==> config.mk <==
export PLATFORM = sky130hd
export DESIGN_NAME = lbt_channel_sense_flat
export DESIGN_NICKNAME = d
export VERILOG_FILES = /design/src/rtl/lbt_pkg.sv /design/src/rtl/lbt_channel_sense_if.sv /design/src/rtl/lbt_lfsr16.sv /design/src/rtl/lbt_channel_sense.sv /design/src/flat_wrapper.sv
export SDC_FILE = /design/constraint.sdc
export NUM_CORES = 1
export LEC_CHECK = 0
export ABC_AREA = 1
export CORE_UTILIZATION = 28
export CTS_CLUSTER_SIZE = 25
export DETAILED_ROUTE_END_ITERATION = 10
export MAX_ROUTING_LAYER = met4
export SYNTH_ARGS = -nofsm -noshare
export SYNTH_HDL_FRONTEND = slang
export SYNTH_SLANG_ARGS = --single-unit
==> constraint.sdc <==
create_clock -name clk -period 2.52 [get_ports clk]
set_clock_uncertainty 0.15 [all_clocks]
set_input_delay 0.63 -clock clk [delete_from_list [all_inputs] [get_ports clk]]
set_output_delay 0.63 -clock clk [all_outputs]
set_load 0.02 [all_outputs]
==> src/rtl/lbt_pkg.sv <==
// Shared types and LFSR constants for the listen-before-talk channel sensing stage.
package lbt_pkg;

  typedef enum logic [1:0] {
    LBT_IDLE,
    LBT_SENSE,
    LBT_BACKOFF,
    LBT_DONE
  } lbt_sense_state_t;

  localparam logic [15:0] LFSR_SEED = 16'hACE1;
  // Right-shifting Galois form of x^16 + x^14 + x^13 + x^11 + 1
  localparam logic [15:0] LFSR_TAPS = 16'hB400;

  function automatic logic [15:0] lfsr_next(input logic [15:0] s);
    return s[0] ? ((s >> 1) ^ LFSR_TAPS) : (s >> 1);
  endfunction

endpackage

==> src/rtl/lbt_channel_sense_if.sv <==
// Request/sample/verdict bundle between the link control FSM and the LBT sensing stage.
interface lbt_channel_sense_if #(
  parameter int unsigned EW           = 8,
  parameter int unsigned MAX_ATTEMPTS = 4
);
  localparam int unsigned AW = $clog2(MAX_ATTEMPTS + 1);

  logic          sense_req;
  logic          sense_abort;
  logic          smp_valid;
  logic [EW-1:0] smp_energy;
  logic [EW-1:0] thr;
  logic          lbt_busy;
  logic          lbt_done;
  logic          lbt_clear;
  logic [AW-1:0] lbt_attempts;

  modport master (
    output sense_req, sense_abort, smp_valid, smp_energy, thr,
    input  lbt_busy, lbt_done, lbt_clear, lbt_attempts
  );

  modport slave (
    input  sense_req, sense_abort, smp_valid, smp_energy, thr,
    output lbt_busy, lbt_done, lbt_clear, lbt_attempts
  );

endinterface

==> src/rtl/lbt_lfsr16.sv <==
// Free-running 16-bit Galois LFSR used as the backoff randomness source.
module lbt_lfsr16
  import lbt_pkg::*;
(
  input  logic        clk,
  input  logic        rst,
  output logic [15:0] out
);

  logic [15:0] lfsr_q;

  always_ff @(posedge clk) begin
    if (rst) begin
      lfsr_q <= LFSR_SEED;
    end else begin
      lfsr_q <= lfsr_next(lfsr_q);
    end
  end

  assign out = lfsr_q;

endmodule

==> src/rtl/lbt_channel_sense.sv <==
// Listen-before-talk sensing: waits for a run of quiet energy samples, backs off randomly
// on a busy channel, and reports one clear/gave-up verdict per request.
module lbt_channel_sense
  import lbt_pkg::*;
#(
  parameter int unsigned EW           = 8,
  parameter int unsigned QUIET_LEN    = 16,
  parameter int unsigned MAX_ATTEMPTS = 4,
  parameter int unsigned BO_W         = 6,
  parameter int unsigned MIN_BO       = 8
) (
  input logic               clk,
  input logic               rst,
  lbt_channel_sense_if.slave bus
);

  localparam int unsigned AW  = $clog2(MAX_ATTEMPTS + 1);
  localparam int unsigned QW  = $clog2(QUIET_LEN + 1);
  localparam int unsigned BCW = $clog2((2 ** BO_W) + MIN_BO);

  lbt_sense_state_t state_q;
  logic [QW-1:0]    quiet_cnt;
  logic [BCW-1:0]   bo_cnt;
  logic [AW-1:0]    attempts_q;
  logic             busy_q;
  logic             done_q;
  logic             clear_q;

  logic [15:0]      lfsr;
  logic             quiet_smp;
  logic [BCW-1:0]   bo_load;
  logic             unused_lfsr;

  lbt_lfsr16 u_lfsr (
    .clk (clk),
    .rst (rst),
    .out (lfsr)
  );

  // Equal-to-threshold energy counts as busy
  assign quiet_smp   = bus.smp_energy < bus.thr;
  assign bo_load     = BCW'(lfsr[BO_W-1:0]) + BCW'(MIN_BO);
  assign unused_lfsr = ^lfsr[15:BO_W];

  always_ff @(posedge clk) begin
    if (rst) begin
      state_q    <= LBT_IDLE;
      quiet_cnt  <= '0;
      bo_cnt     <= '0;
      attempts_q <= '0;
      busy_q     <= 1'b0;
      done_q     <= 1'b0;
      clear_q    <= 1'b0;
    end else begin
      done_q  <= 1'b0;
      clear_q <= 1'b0;
      unique case (state_q)
        LBT_IDLE: begin
          if (bus.sense_req && !bus.sense_abort) begin
            state_q    <= LBT_SENSE;
            quiet_cnt  <= '0;
            attempts_q <= '0;
            busy_q     <= 1'b1;
          end
        end
        LBT_SENSE: begin
          if (bus.sense_abort) begin
            state_q <= LBT_IDLE;
            busy_q  <= 1'b0;
          end else if (bus.smp_valid) begin
            if (quiet_smp) begin
              if (quiet_cnt < QW'(QUIET_LEN)) begin
                quiet_cnt <= quiet_cnt + 1'b1;
              end
              if (quiet_cnt == QW'(QUIET_LEN - 1)) begin
                state_q <= LBT_DONE;
                busy_q  <= 1'b0;
                done_q  <= 1'b1;
                clear_q <= 1'b1;
              end
            end else begin
              quiet_cnt  <= '0;
              attempts_q <= attempts_q + 1'b1;
              if (attempts_q == AW'(MAX_ATTEMPTS - 1)) begin
                state_q <= LBT_DONE;
                busy_q  <= 1'b0;
                done_q  <= 1'b1;
              end else begin
                state_q <= LBT_BACKOFF;
                bo_cnt  <= bo_load;
              end
            end
          end
        end
        LBT_BACKOFF: begin
          if (bus.sense_abort) begin
            state_q <= LBT_IDLE;
            busy_q  <= 1'b0;
          end else if (bo_cnt == BCW'(1)) begin
            state_q   <= LBT_SENSE;
            quiet_cnt <= '0;
          end else begin
            bo_cnt <= bo_cnt - 1'b1;
          end
        end
        LBT_DONE: begin
          state_q <= LBT_IDLE;
        end
        default: begin
          state_q <= LBT_IDLE;
          busy_q  <= 1'b0;
        end
      endcase
    end
  end

  assign bus.lbt_busy     = busy_q;
  assign bus.lbt_done     = done_q;
  assign bus.lbt_clear    = clear_q;
  assign bus.lbt_attempts = attempts_q;

endmodule

==> src/flat_wrapper.sv <==
// flat-port wrapper written by rule: the top's interface ports become plain ports
module lbt_channel_sense_flat import lbt_pkg::*;
#(
  parameter int unsigned EW           = 8,
  parameter int unsigned QUIET_LEN    = 16,
  parameter int unsigned MAX_ATTEMPTS = 4,
  parameter int unsigned BO_W         = 6,
  parameter int unsigned MIN_BO       = 8
)
  (clk, rst, bus_sense_req, bus_sense_abort, bus_smp_valid, bus_smp_energy, bus_thr, bus_lbt_busy, bus_lbt_done, bus_lbt_clear, bus_lbt_attempts);
  lbt_channel_sense_if #(.EW(EW), .MAX_ATTEMPTS(MAX_ATTEMPTS)) bus_i ();
  input logic clk;
  input logic rst;
  input wire logic [$bits(bus_i.sense_req)-1:0] bus_sense_req;
  input wire logic [$bits(bus_i.sense_abort)-1:0] bus_sense_abort;
  input wire logic [$bits(bus_i.smp_valid)-1:0] bus_smp_valid;
  input wire logic [$bits(bus_i.smp_energy)-1:0] bus_smp_energy;
  input wire logic [$bits(bus_i.thr)-1:0] bus_thr;
  output wire logic [$bits(bus_i.lbt_busy)-1:0] bus_lbt_busy;
  output wire logic [$bits(bus_i.lbt_done)-1:0] bus_lbt_done;
  output wire logic [$bits(bus_i.lbt_clear)-1:0] bus_lbt_clear;
  output wire logic [$bits(bus_i.lbt_attempts)-1:0] bus_lbt_attempts;
  assign bus_i.sense_req = bus_sense_req;
  assign bus_i.sense_abort = bus_sense_abort;
  assign bus_i.smp_valid = bus_smp_valid;
  assign bus_i.smp_energy = bus_smp_energy;
  assign bus_i.thr = bus_thr;
  assign bus_lbt_busy = bus_i.lbt_busy;
  assign bus_lbt_done = bus_i.lbt_done;
  assign bus_lbt_clear = bus_i.lbt_clear;
  assign bus_lbt_attempts = bus_i.lbt_attempts;
  lbt_channel_sense #(.EW(EW), .QUIET_LEN(QUIET_LEN), .MAX_ATTEMPTS(MAX_ATTEMPTS), .BO_W(BO_W), .MIN_BO(MIN_BO)) u_core (.clk(clk), .rst(rst), .bus(bus_i));
endmodule
After elaboration in Yosys (flattened, before gate mapping)
Cells that the tools add are included.

Register bits: 36. Output and inout port bits: 6. Word-level logic and storage cells: 92. Input bits: 21.

Add/sub/neg operators: 4. Reduce and logical (&&, ||, !) cells: 13. Bitwise gates (word level): 4. $lt $le $gt $ge: 2. Equal/unequal tests: 20. Multiplexer cells: 41.

Operators by type and width (number): 7-bit 2-to-1 mux (6); 5-bit 2-to-1 mux (7); 16-bit 2-to-1 mux (1); 5-bit one-hot mux with 3 select lines (1); 2-bit 2-to-1 mux (7); 2-bit != test (second input constant) (7); 7-bit one-hot mux with 2 select lines (1); 7-bit AND reduction (2); 3-bit 2-to-1 mux (4); 1-bit 2-to-1 mux (11); 8-bit less-than comparator (1); 2-bit one-hot mux with 4 select lines (1); 6-bit by 4-bit adder with 7-bit output (second input constant) (1); 7-bit by 1-bit equality test with 1-bit output (second input constant) (1); 7-bit by 1-bit subtractor with 7-bit output (second input constant) (1); 3-bit != test (second input constant) (2); 3-bit one-hot mux with 2 select lines (1); 6-bit AND reduction (1); 5-bit by 1-bit adder with 5-bit output (second input constant) (1); 5-bit by 4-bit equality test with 1-bit output (second input constant) (1); 5-bit less-than comparator (second input constant) (1); 5-bit AND reduction (1); 5-bit OR reduction (1); 2-bit equality test (second input constant) (2); 17 further kinds (21).

Depth between registers and ports, before layout
Gate-level depths: netlist (run 1).

Word-level depth: 6. Mapped depth: 13. Gate-level depth less buffers: 13.

Modules after synthesis
Synthesis (run 1) repeated with hierarchy kept, for this count alone.

Cells, all modules: 278. Area total of the unflattened synthesis: 1974.4 um^2.

Modules (own cells, without submodules): lbt_channel_sense (cells each 227, instances 1, area each 1500.2 um^2, seq. area each 400.4 um^2); lbt_lfsr16 (cells each 51, instances 1, area each 474.2 um^2, seq. area each 320.3 um^2).

Worst setup path before layout (run 1)
OpenSTA, ideal clock, no wires.

Path kind: input -> register. Start point: input port bus_thr[7]. End point: register u_core.attempts_q[1], in the netlist u_core.bus.lbt_attempts[1]. Required time: 2245 ps. Path slack: 510 ps. Path buffers: 0. Stages: 9. Arrival time: 1735 ps. Library setup time: 125 ps. Cell sequence: inv_1 -> ha_1 -> a21oi_1 -> o21a_1 -> nand3_2 -> nand2_1 -> clkinv_2 -> o21ai_2 -> nor2_2.

Word-level cells in the longest chain between the ends: 3.

RTL lines: start, declared (RTL line flat_wrapper.sv:18) `input wire logic [$bits(bus_i.thr)-1:0] bus_thr;`; 8-bit less-than comparator (RTL line lbt_channel_sense.sv:41) `assign quiet_smp = bus.smp_energy < bus.thr;`; 2-bit != test (no line); 5-bit AND reduction (no line); end signal, assigned (RTL line lbt_channel_sense.sv:83) `attempts_q <= attempts_q + 1'b1;`; end, declared (RTL line lbt_channel_sense.sv:24) `logic [AW-1:0] attempts_q;`.

Every way passes these cells. A chain may end at the register's enable or synchronous reset.

Final worst setup path (run 1)
Start point: input port bus_thr[7]. End point: register u_core.state_q[0].

Word-level cells in the longest chain between the ends: 5. Elaborated cells on any way between the ends: 7. Those cells by class: 1 x order compare; 1 x eq/ne; 4 x mux; 1 x reduce/logical.

RTL lines: 8-bit less-than comparator (*) (RTL line lbt_channel_sense.sv:41); 2-bit 2-to-1 mux (RTL line lbt_channel_sense.sv:71) `if (quiet_smp) begin`; 2-bit 2-to-1 mux (RTL line lbt_channel_sense.sv:70) `end else if (bus.smp_valid) begin`; 2-bit 2-to-1 mux (RTL line lbt_channel_sense.sv:67) `if (bus.sense_abort) begin`; 2-bit one-hot mux with 4 select lines (RTL line lbt_channel_sense.sv:57) `unique case (state_q)`; end signal, assigned (RTL line lbt_channel_sense.sv:60) `state_q <= LBT_SENSE;`; end signal, assigned (RTL line lbt_channel_sense.sv:68) `state_q <= LBT_IDLE;`; end signal, assigned (RTL line lbt_channel_sense.sv:76) `state_q <= LBT_DONE;`; end, declared (RTL line lbt_channel_sense.sv:21) `lbt_sense_state_t state_q;`.

Every way passes the cells marked *; elsewhere a longest branch is shown, timed or not. The select of a mux whose other input is x is not followed.

==> results.yml, run 1 <==
cts:
  cts_made_buffers: 5
  cts_tree: "built"
  cts-resized-gates: 0
  clk_latency_ns: 0.29
  clkTransAtPathRegs_ns: 0.07
  cts_hold_buf: 0
  ctsLongestPathBuffers: 2
  h-tree-depth: 2
  numClockSinks: 36
  cts-root-buf: "clkbuf_8"
  post_cts_buffers: 0
logic_synthesis:
  syn_area_per_cell_um2: 7.394
  synth.distinct_cells: 33
  syn_inst: 266
  synth_area_leaders: "dfxtp_1 37%, ha_1 11%, nand2_1 9.2%"
  async_flop_share_pct: 0
  yosysTopAreaCell: "dfxtp_1"
  ys_seq_elements: 36
  synth_common_cells: "48 x nand2_1, 38 x inv_1, 36 x dfxtp_1, 29 x nor2_1, 24 x a21oi_1"
  synthFlopType: "dfxtp_1"
  netlist_area_mm2: 0.001967
  synth_warnings: 0
  synth_most_common_cell: "nand2_1"
  ys_seq_area_share_pct: 36.64
  synth_top_cell_area_share_pct: 36.64
  synth_edf_count: 0
  synth_fp_nets: 305
final_layout:
  fin_cells: 397
  regArea_um2: 720.7
  final_core_util_pct: 36.30
  diodes: 0
  drive_above_1_share_pct: 13.29
  fill_cells: 705
  fin_area_mm2: 0.002466
  syn_to_final_growth_pct: 25.38
  num-nets-final: 339
  multi_input_area_mm2: 0.001039
power:
  switching_share_pct: 30.45
  p_clk_share_pct: 32.0
  p_total_uw: 1569
  intPower_uw: 1091
  combPwrFrac_pct: 26.5
  ir_drop_uv: 236.6
  p_seq_share_pct: 41.4
  p_per_area_mw_per_mm2: 636.2
  cellLeakagePower_uw: 0.001129
  p_sw_uw: 477.7
status:
  outcome: "finished clean"
setup_path:
  path_delay_family: "buffers and inverters"
  cp_data_required_time_ns: 2.56
  end_kind: "register"
  crit_arrival_ns: 2.33
  worstPathCellList: "clkdlybuf4s50_1 -> inv_1 -> ha_1 -> a21oi_1 -> o21a_1 -> buf_4 -> nand4_1 -> nand2_1 -> nand2_1 -> nand2_1 -> nor2_1"
  critPathBufInv: 3
  cpMostUsedCell: "nand2_1"
  critPathSlowestCell: "clkdlybuf4s50_1"
  slowest_delay_ns: 0.45
  path_max_fanout: 4
  setup.worst_path.class: "in2reg"
  start_kind: "input port"
floorplanning:
  dieArea_mm2: 0.007363
  core_mm2: 0.006794
  rows: 30
  die_h_um: 85.81
  die_w_um: 85.81
  start_util_pct: 28.95
  io_pins: 27
detailed_routing:
  wl_per_cell_um: 9.990
  drtPass1Iterations: 4
  drt-total-wl_um: 3966
  first_iter_violations: 83
  ant_nets: 0
  vias: 1703
  routed_via_density: 4.290
  drc: 0
place:
  place_inst: 389
  port_buffers: 26
  globalplace.congestion: 0.8054
  place_area_mm2: 0.002355
  hpwl_um: 3100
grt:
  antenna_found_initial: 0
  grt_pass1_vias: 1640
  gr-total-overflow: 0
  grt_use_total_pct: 12.32
  grt_max_degree: 22
  grt_pass1_wl_um: 7051
sta:
  hold_viol: 0
  relSlewSlack_pct: 65.40
  post-route-min-period_ns: 2.287
  finalCritPeriodShare_pct: 90.76
  worstMarginPinSlew_ns: 0.5185
  rsz0062_at_grt: "false"
  slew_viol_final: 0
  setup_viol: 0
  fmax_ghz: 0.4372
run:
  max_cap_violations: 0
min_path:
  min_path_type: "reg2reg"
cell usage in the layout, fill, tap and decap left out, drive strengths merged, types with 5 or more instances in the layout:
master         instances
o21ai                 19
nor2                  33
a21oi                 25
or2                    6
clkbuf                 5
nand2                 49
inv                   44
buf                    6
dfxtp                 36
nand3                 12
ha                    18
nand4                  6
clkdlybuf4s50         26
power groups by stage:
stage,clock [uW],combinational [uW],sequential (uW)
after floorplan,0,270,675
after global placement,0,413,662
after global routing,543,471,657
final,503,416,650
after CTS,519,419,650
after detailed placement,0,416,663
logic make-up (layout without fill, tap and decap cells):
group	after synthesis	after routing	share of synthesized area [%]
simple gates	111	111	25.38
buf+inv	50	85	10.56
compound gates	48	48	14.63
flops	36	36	36.64
fa+ha+maj	18	18	11.45
xor+xnor	3	3	1.336
per-layer routing:
layer,global-route usage (%),vias to the layer above,share of wire (%)
li1,-,923,-
met1,15.01,759,51
met2,20.00,19,45
met3,3.176,2,3.3
met4,3.788,0,0.43
met5,-,-,0
final timing paths:
kind / from / endpoint / slack (ns) / depth (start not counted)
worst max-delay path: bus_thr[7] / u_core.state_q[0]$_SDFFE_PP0P_ / 0.23 / 11
worst min-delay path: u_core.u_lfsr.out[9]$_SDFF_PP0_ / u_core.u_lfsr.out[8]$_SDFF_PP0_ / 0.25 / 2
worst max register to register: u_core.state_q[0]$_SDFFE_PP0P_ / u_core.bo_cnt[3]$_SDFFE_PP0P_ / 0.50 / 10
worst min register to register: u_core.u_lfsr.out[9]$_SDFF_PP0_ / u_core.u_lfsr.out[8]$_SDFF_PP0_ / 0.25 / 2
worst register-to-register path: stages, from the launching register on:
cell and delay (ns):
dfxtp_1 0.33, inv_1 0.10, ha_1 0.33, inv_2 0.17
nand2_1 0.11, o21ai_1 0.08, nor3_2 0.22, nand2_2 0.12
buf_4 0.16, o21ai_2 0.09, a21oi_1 0.05
metrics by stage:
stage          setup WS (ns)  TNS (ns)  hold slack [ns]
2_1_floorplan         0.5095         0           0.2383
3_3_place_gp        -0.04488   -0.2116           0.2397
3_5_place_dp        -0.08303   -0.8212           0.2439
4_1_cts               0.2011         0           0.2546
5_1_grt              0.05334         0           0.2811
6_report              0.2328         0           0.2531
cell type report:
class / count / area share (%)
sequential: 36 / 29.22
clock buffer: 5 / 2.790
timing repair buffer: 32 / 12.38
tap: 96 / 4.871
multi-input combinational: 180 / 42.11
clock inverter: 3 / 1.725
inverter: 45 / 6.900
state kept, by name (all words and copies together), names as in the netlist:
| register | cells |
|---|---|
| u_core.quiet_cnt | 5 |
| u_core.bus.lbt_clear | 1 |
| u_core.bus.lbt_done | 1 |
| u_core.bo_cnt | 7 |
| u_core.u_lfsr.out | 16 |
| u_core.bus.lbt_attempts | 3 |
| u_core.state_q | 2 |
| u_core.bus.lbt_busy | 1 |
Note: power is estimated with default switching activity, not from simulation.
==> inputs of run 2 (changes only) <==
--- a/config.mk
+++ b/config.mk
@@ -6,6 +6,7 @@
 export NUM_CORES = 1
 export LEC_CHECK = 0
 export ABC_AREA = 1
+export CORE_MARGIN = 4
 export CORE_UTILIZATION = 28
 export CTS_CLUSTER_SIZE = 25
 export DETAILED_ROUTE_END_ITERATION = 10
==> results.yml, run 2 (synthesized netlist as in run 1, its figures left out) <==
cts:
  numClockSinks: 36
  cts_made_buffers: 5
  cts-resized-gates: 0
  cts-root-buf: "clkbuf_8"
  cts_tree: "built"
  clk_latency_ns: 0.28
  clkTransAtPathRegs_ns: 0.07
  h-tree-depth: 2
  cts_hold_buf: 0
  post_cts_buffers: 0
  ctsLongestPathBuffers: 2
floorplanning:
  die_w_um: 91.81
  dieArea_mm2: 0.008429
  start_util_pct: 28.95
  die_h_um: 91.81
  io_pins: 27
  rows: 30
  core_mm2: 0.006794
place:
  globalplace.congestion: 0.8852
  port_buffers: 26
  hpwl_um: 3103
  place_ws_ns: -0.1000
sta:
  worstMarginPinSlew_ns: 0.5003
  fmax_ghz: 0.4350
  setup_viol: 0
  slew_viol_final: 0
  finalCritPeriodShare_pct: 91.23
  rsz0062_at_grt: "false"
  relSlewSlack_pct: 66.61
  hold_viol: 0
  fin_ws_ns: 0.2209
  post-route-min-period_ns: 2.299
grt:
  grt_max_degree: 22
  antenna_found_initial: 0
  grt_pass1_wl_um: 7182
  grt_use_total_pct: 10.60
  gr-total-overflow: 0
  grt_pass1_vias: 1679
setup_path:
  path_max_fanout: 5
  worstPathCellList: "clkdlybuf4s50_1 -> inv_1 -> ha_1 -> a21oi_1 -> o21a_1 -> nand3_2 -> nand2_2 -> buf_12 -> o21ai_2 -> a21oi_1"
  cpMostUsedCell: "a21oi_1"
  path_delay_family: "buffers and inverters"
  setup.worst_path.class: "in2reg"
  critPathSlowestCell: "clkdlybuf4s50_1"
  start_kind: "input port"
  slowest_delay_ns: 0.45
  cp_data_required_time_ns: 2.59
  end_kind: "register"
  crit_arrival_ns: 2.37
  critPathBufInv: 3
status:
  outcome: "finished clean"
power:
  cellLeakagePower_uw: 0.001135
  ir_drop_uv: 253.4
  p_total_uw: 1570
  p_per_area_mw_per_mm2: 633.2
detailed_routing:
  wl_per_cell_um: 9.884
  drc: 0
  vias: 1717
  first_iter_violations: 79
  drt-total-wl_um: 3924
  routed_via_density: 4.325
  ant_nets: 0
  drtPass1Iterations: 4
min_path:
  min_path_type: "reg2reg"
final_layout:
  largest_reg_flops: 16
  drive_above_1_share_pct: 13.29
  syn_to_final_growth_pct: 26.02
  diodes: 0
  num-nets-final: 339
  layout_commonest_cell: "nand2_1"
  final_cell_mix: "48 x nand2_1, 38 x inv_1, 36 x dfxtp_1, 29 x nor2_1, 26 x clkdlybuf4s50_1"
run:
  max_cap_violations: 0
[run 2: cell counts in the layout (fill, tap and decap cells not counted)]
Identical to the previous run, type by type.
[run 2: cell type report]
| type | count | area [um2] |
|---|---|---|
| flip-flops and latches | 36 | 720.7 |
| fillers | 712 | 4315 |
| well taps | 96 | 120.1 |
| multi-input cells | 180 | 1039 |
| repair buffers | 32 | 317.8 |
| clock inverters | 3 | 42.54 |
| clock buffers | 5 | 68.82 |
| inverters | 45 | 170.2 |
[run 2: tightest hold or removal path, cell delays in order (launching register included)]
cell and delay [ns]:
dfxtp_1 0.30, inv_1 0.04, nor2_1 0.03
[run 2: report_power, final]
part	switching, uW	internal [uW]	total [uW]
clock	207	293	500
combinational	237	182	419
sequential	30.8	620	651
total	475	1090	1570
[run 2: final timing paths]
kind                            cells past startpoint  slack [ns]                               to                             from
worst max-delay path                               10        0.22    u_core.bo_cnt[3]$_SDFFE_PP0P_                       bus_thr[7]
worst min-delay path                                2        0.25  u_core.u_lfsr.out[8]$_SDFF_PP0_  u_core.u_lfsr.out[9]$_SDFF_PP0_
worst max register to register                     10        0.51    u_core.bo_cnt[6]$_SDFFE_PP0P_   u_core.state_q[0]$_SDFFE_PP0P_
worst min register to register                      2        0.25  u_core.u_lfsr.out[8]$_SDFF_PP0_  u_core.u_lfsr.out[9]$_SDFF_PP0_
[run 2: through the flow]
stage	setup TNS, ns	instance area (um2)	utilization, %	hold slack, ns	std cells
after floorplan	0	1967	-	0.2383	266
after global placement	-0.3307	2367	34.84	0.2400	389
after detailed placement	-1.044	2367	34.84	0.2442	389
after CTS	0	2479	36.48	0.2578	397
after global routing	0	2479	36.48	0.2800	397
final	0	2479	36.48	0.2543	397
[run 2: per-layer routing]
metal,part of all wire [%],GRT usage [%],vias to the layer above
li1,-,-,920
met1,50,13.19,769
met2,45,16.68,23
met3,4.1,3.117,5
met4,0.84,3.094,0
met5,0,-,-
==> inputs of run 3 (changes only) <==
--- a/config.mk
+++ b/config.mk
@@ -11,6 +11,7 @@
 export CTS_CLUSTER_SIZE = 25
 export DETAILED_ROUTE_END_ITERATION = 10
 export MAX_ROUTING_LAYER = met4
+export PLACE_DENSITY = 0.47
 export SYNTH_ARGS = -nofsm -noshare
 export SYNTH_HDL_FRONTEND = slang
 export SYNTH_SLANG_ARGS = --single-unit
==> constraint.sdc (replaced) <==
create_clock -name clk -period 2.52 [get_ports clk]
set_clock_uncertainty 0.15 [all_clocks]
set_input_delay 0.63 -clock clk [delete_from_list [all_inputs] [get_ports clk]]
set_output_delay 0.63 -clock clk [all_outputs]
set_load 0.005 [all_outputs]
==> results.yml, run 3 (synthesized netlist as in run 1, its figures left out) <==
setup_path:
  setup.worst_path.class: "in2reg"
  rr_endpoint: "u_core.bo_cnt[0]$_SDFFE_PP0P_"
  critPathBufInv: 3
  slowest_delay_ns: 0.45
  cp_data_required_time_ns: 2.60
  path_max_fanout: 7
  end_kind: "register"
  worstPathCellList: "clkdlybuf4s50_1 -> inv_1 -> ha_1 -> a21oi_1 -> o21a_1 -> nand3_2 -> nand2_2 -> buf_4 -> o21ai_2 -> a21oi_1"
  reg2reg_from: "u_core.state_q[0]$_SDFFE_PP0P_"
  critPathSlowestCell: "clkdlybuf4s50_1"
  r2r_slack_ns: 0.40
  worst_r2r_path_depth: 10
  cpMostUsedCell: "a21oi_1"
  start_kind: "input port"
  crit_arrival_ns: 2.40
  path_delay_family: "buffers and inverters"
min_path:
  holdPathStages: 2
  hold_end: "u_core.u_lfsr.out[8]$_SDFF_PP0_"
  hp-start: "u_core.u_lfsr.out[9]$_SDFF_PP0_"
  min_path_type: "reg2reg"
final_layout:
  diodes: 0
  regArea_um2: 720.7
  syn_to_final_growth_pct: 25.38
  fin_cells: 397
  fin_area_mm2: 0.002466
  final_core_util_pct: 36.30
  drive_above_1_share_pct: 13.29
  num-nets-final: 339
  layout_commonest_cell: "nand2_1"
  final_cell_mix: "48 x nand2_1, 38 x inv_1, 36 x dfxtp_1, 29 x nor2_1, 26 x clkdlybuf4s50_1"
  multi_input_area_mm2: 0.001039
  fill_cells: 726
  largest_reg_flops: 16
sta:
  relSlewSlack_pct: 63.88
  setup_viol: 0
  rsz0062_at_grt: "false"
  post-route-min-period_ns: 2.322
  finalCritPeriodShare_pct: 92.14
  fmax_ghz: 0.4307
  slew_viol_final: 0
  worstMarginPinSlew_ns: 0.5411
  hold_viol: 0
cts:
  clk_latency_ns: 0.29
  ctsLongestPathBuffers: 2
  cts_hold_buf: 0
  h-tree-depth: 2
  cts-resized-gates: 0
  clkTransAtPathRegs_ns: 0.08
  post_cts_buffers: 0
  cts-root-buf: "clkbuf_8"
  cts_tree: "built"
  cts_made_buffers: 5
  numClockSinks: 36
floorplanning:
  dieArea_mm2: 0.008429
  core_mm2: 0.006794
  die_h_um: 91.81
  start_util_pct: 28.95
  io_pins: 27
  rows: 30
  die_w_um: 91.81
power:
  p_per_area_mw_per_mm2: 633.8
  ir_drop_uv: 271.3
  cellLeakagePower_uw: 0.001129
place:
  port_buffers: 26
  hpwl_um: 3192
  globalplace.congestion: 0.8016
  place_inst: 389
  place_area_mm2: 0.002355
detailed_routing:
  wl_per_cell_um: 10.43
  vias: 1667
  routed_via_density: 4.199
  drtPass1Iterations: 4
  first_iter_violations: 60
  ant_nets: 0
  drt-total-wl_um: 4142
  drc: 0
grt:
  grt_pass1_vias: 1615
  gr-total-overflow: 0
  grt_pass1_wl_um: 7417
  grt_use_total_pct: 11.27
  grt_max_degree: 22
  antenna_found_initial: 0
status:
  outcome: "finished clean"
run:
  max_cap_violations: 0
[run 3: cell count changes in the layout (fill, tap and decap cells not counted)]
cell	before	now
buf_4	5	6
buf_12	1	0
[run 3: per-layer routing]
metal | track usage [%] | up-vias | routed length [um]
li1 | - | 913 | -
met2 | 16.25 | 21 | 1795
met5 | - | - | 0
met1 | 15.01 | 728 | 2137
met3 | 3.281 | 5 | 151
met4 | 3.960 | 0 | 57
[run 3: area by class of cell]
| cell class | count | area share (%) |
|---|---|---|
| clock inverters | 3 | 1.725 |
| repair buffers | 32 | 12.38 |
| well taps | 96 | 4.871 |
| multi-input cells | 180 | 42.11 |
| flip-flops and latches | 36 | 29.22 |
| clock buffers | 5 | 2.790 |
| inverters | 45 | 6.900 |
[run 3: how the worst max path moves through the flow]
stage	start	endpoint	cells past startpoint
after floorplan	bus_thr[7]	u_core.bus.lbt_attempts[1]$_SDFFE_PP0P_	9
after global placement	bus_thr[7]	u_core.bo_cnt[3]$_SDFFE_PP0P_	10
after detailed placement	bus_thr[7]	u_core.bo_cnt[0]$_SDFFE_PP0P_	10
after CTS	bus_thr[7]	u_core.quiet_cnt[2]$_SDFFE_PP0P_	10
after global routing	bus_thr[7]	u_core.bo_cnt[6]$_SDFFE_PP0P_	10
final	bus_thr[7]	u_core.bo_cnt[3]$_SDFFE_PP0P_	10
[run 3: worst reg2reg max path, stage by stage (launching register included)]
cell and delay (ns):
dfxtp_1 0.34, inv_1 0.11, ha_1 0.32, inv_2 0.17
nand2_1 0.12, o21ai_1 0.07, nor3_2 0.24, nand2_2 0.17
buf_4 0.19, o21ai_2 0.10, a21oi_1 0.05
[run 3: metrics by stage]
stage / total power, uW / worst slack (ns) / setup TNS [ns] / hold slack, ns
after global routing: 1672 / 0.03752 / 0 / 0.2727
after CTS: 1590 / 0.1943 / 0 / 0.2569
after detailed placement: 1062 / -0.1073 / -0.9057 / 0.2449
after floorplan: 928.9 / 0.5096 / 0 / 0.2383
after global placement: 1065 / -0.09148 / -0.6612 / 0.2403
final: 1563 / 0.1980 / 0 / 0.2533
[run 3: power by group]
group          total (uW)  switching [uW]  leakage [uW]  internal, uW
combinational         398             221      0.000779           177
sequential            649            29.5      0.000296           620
clock                 516             223     0.0000541           293
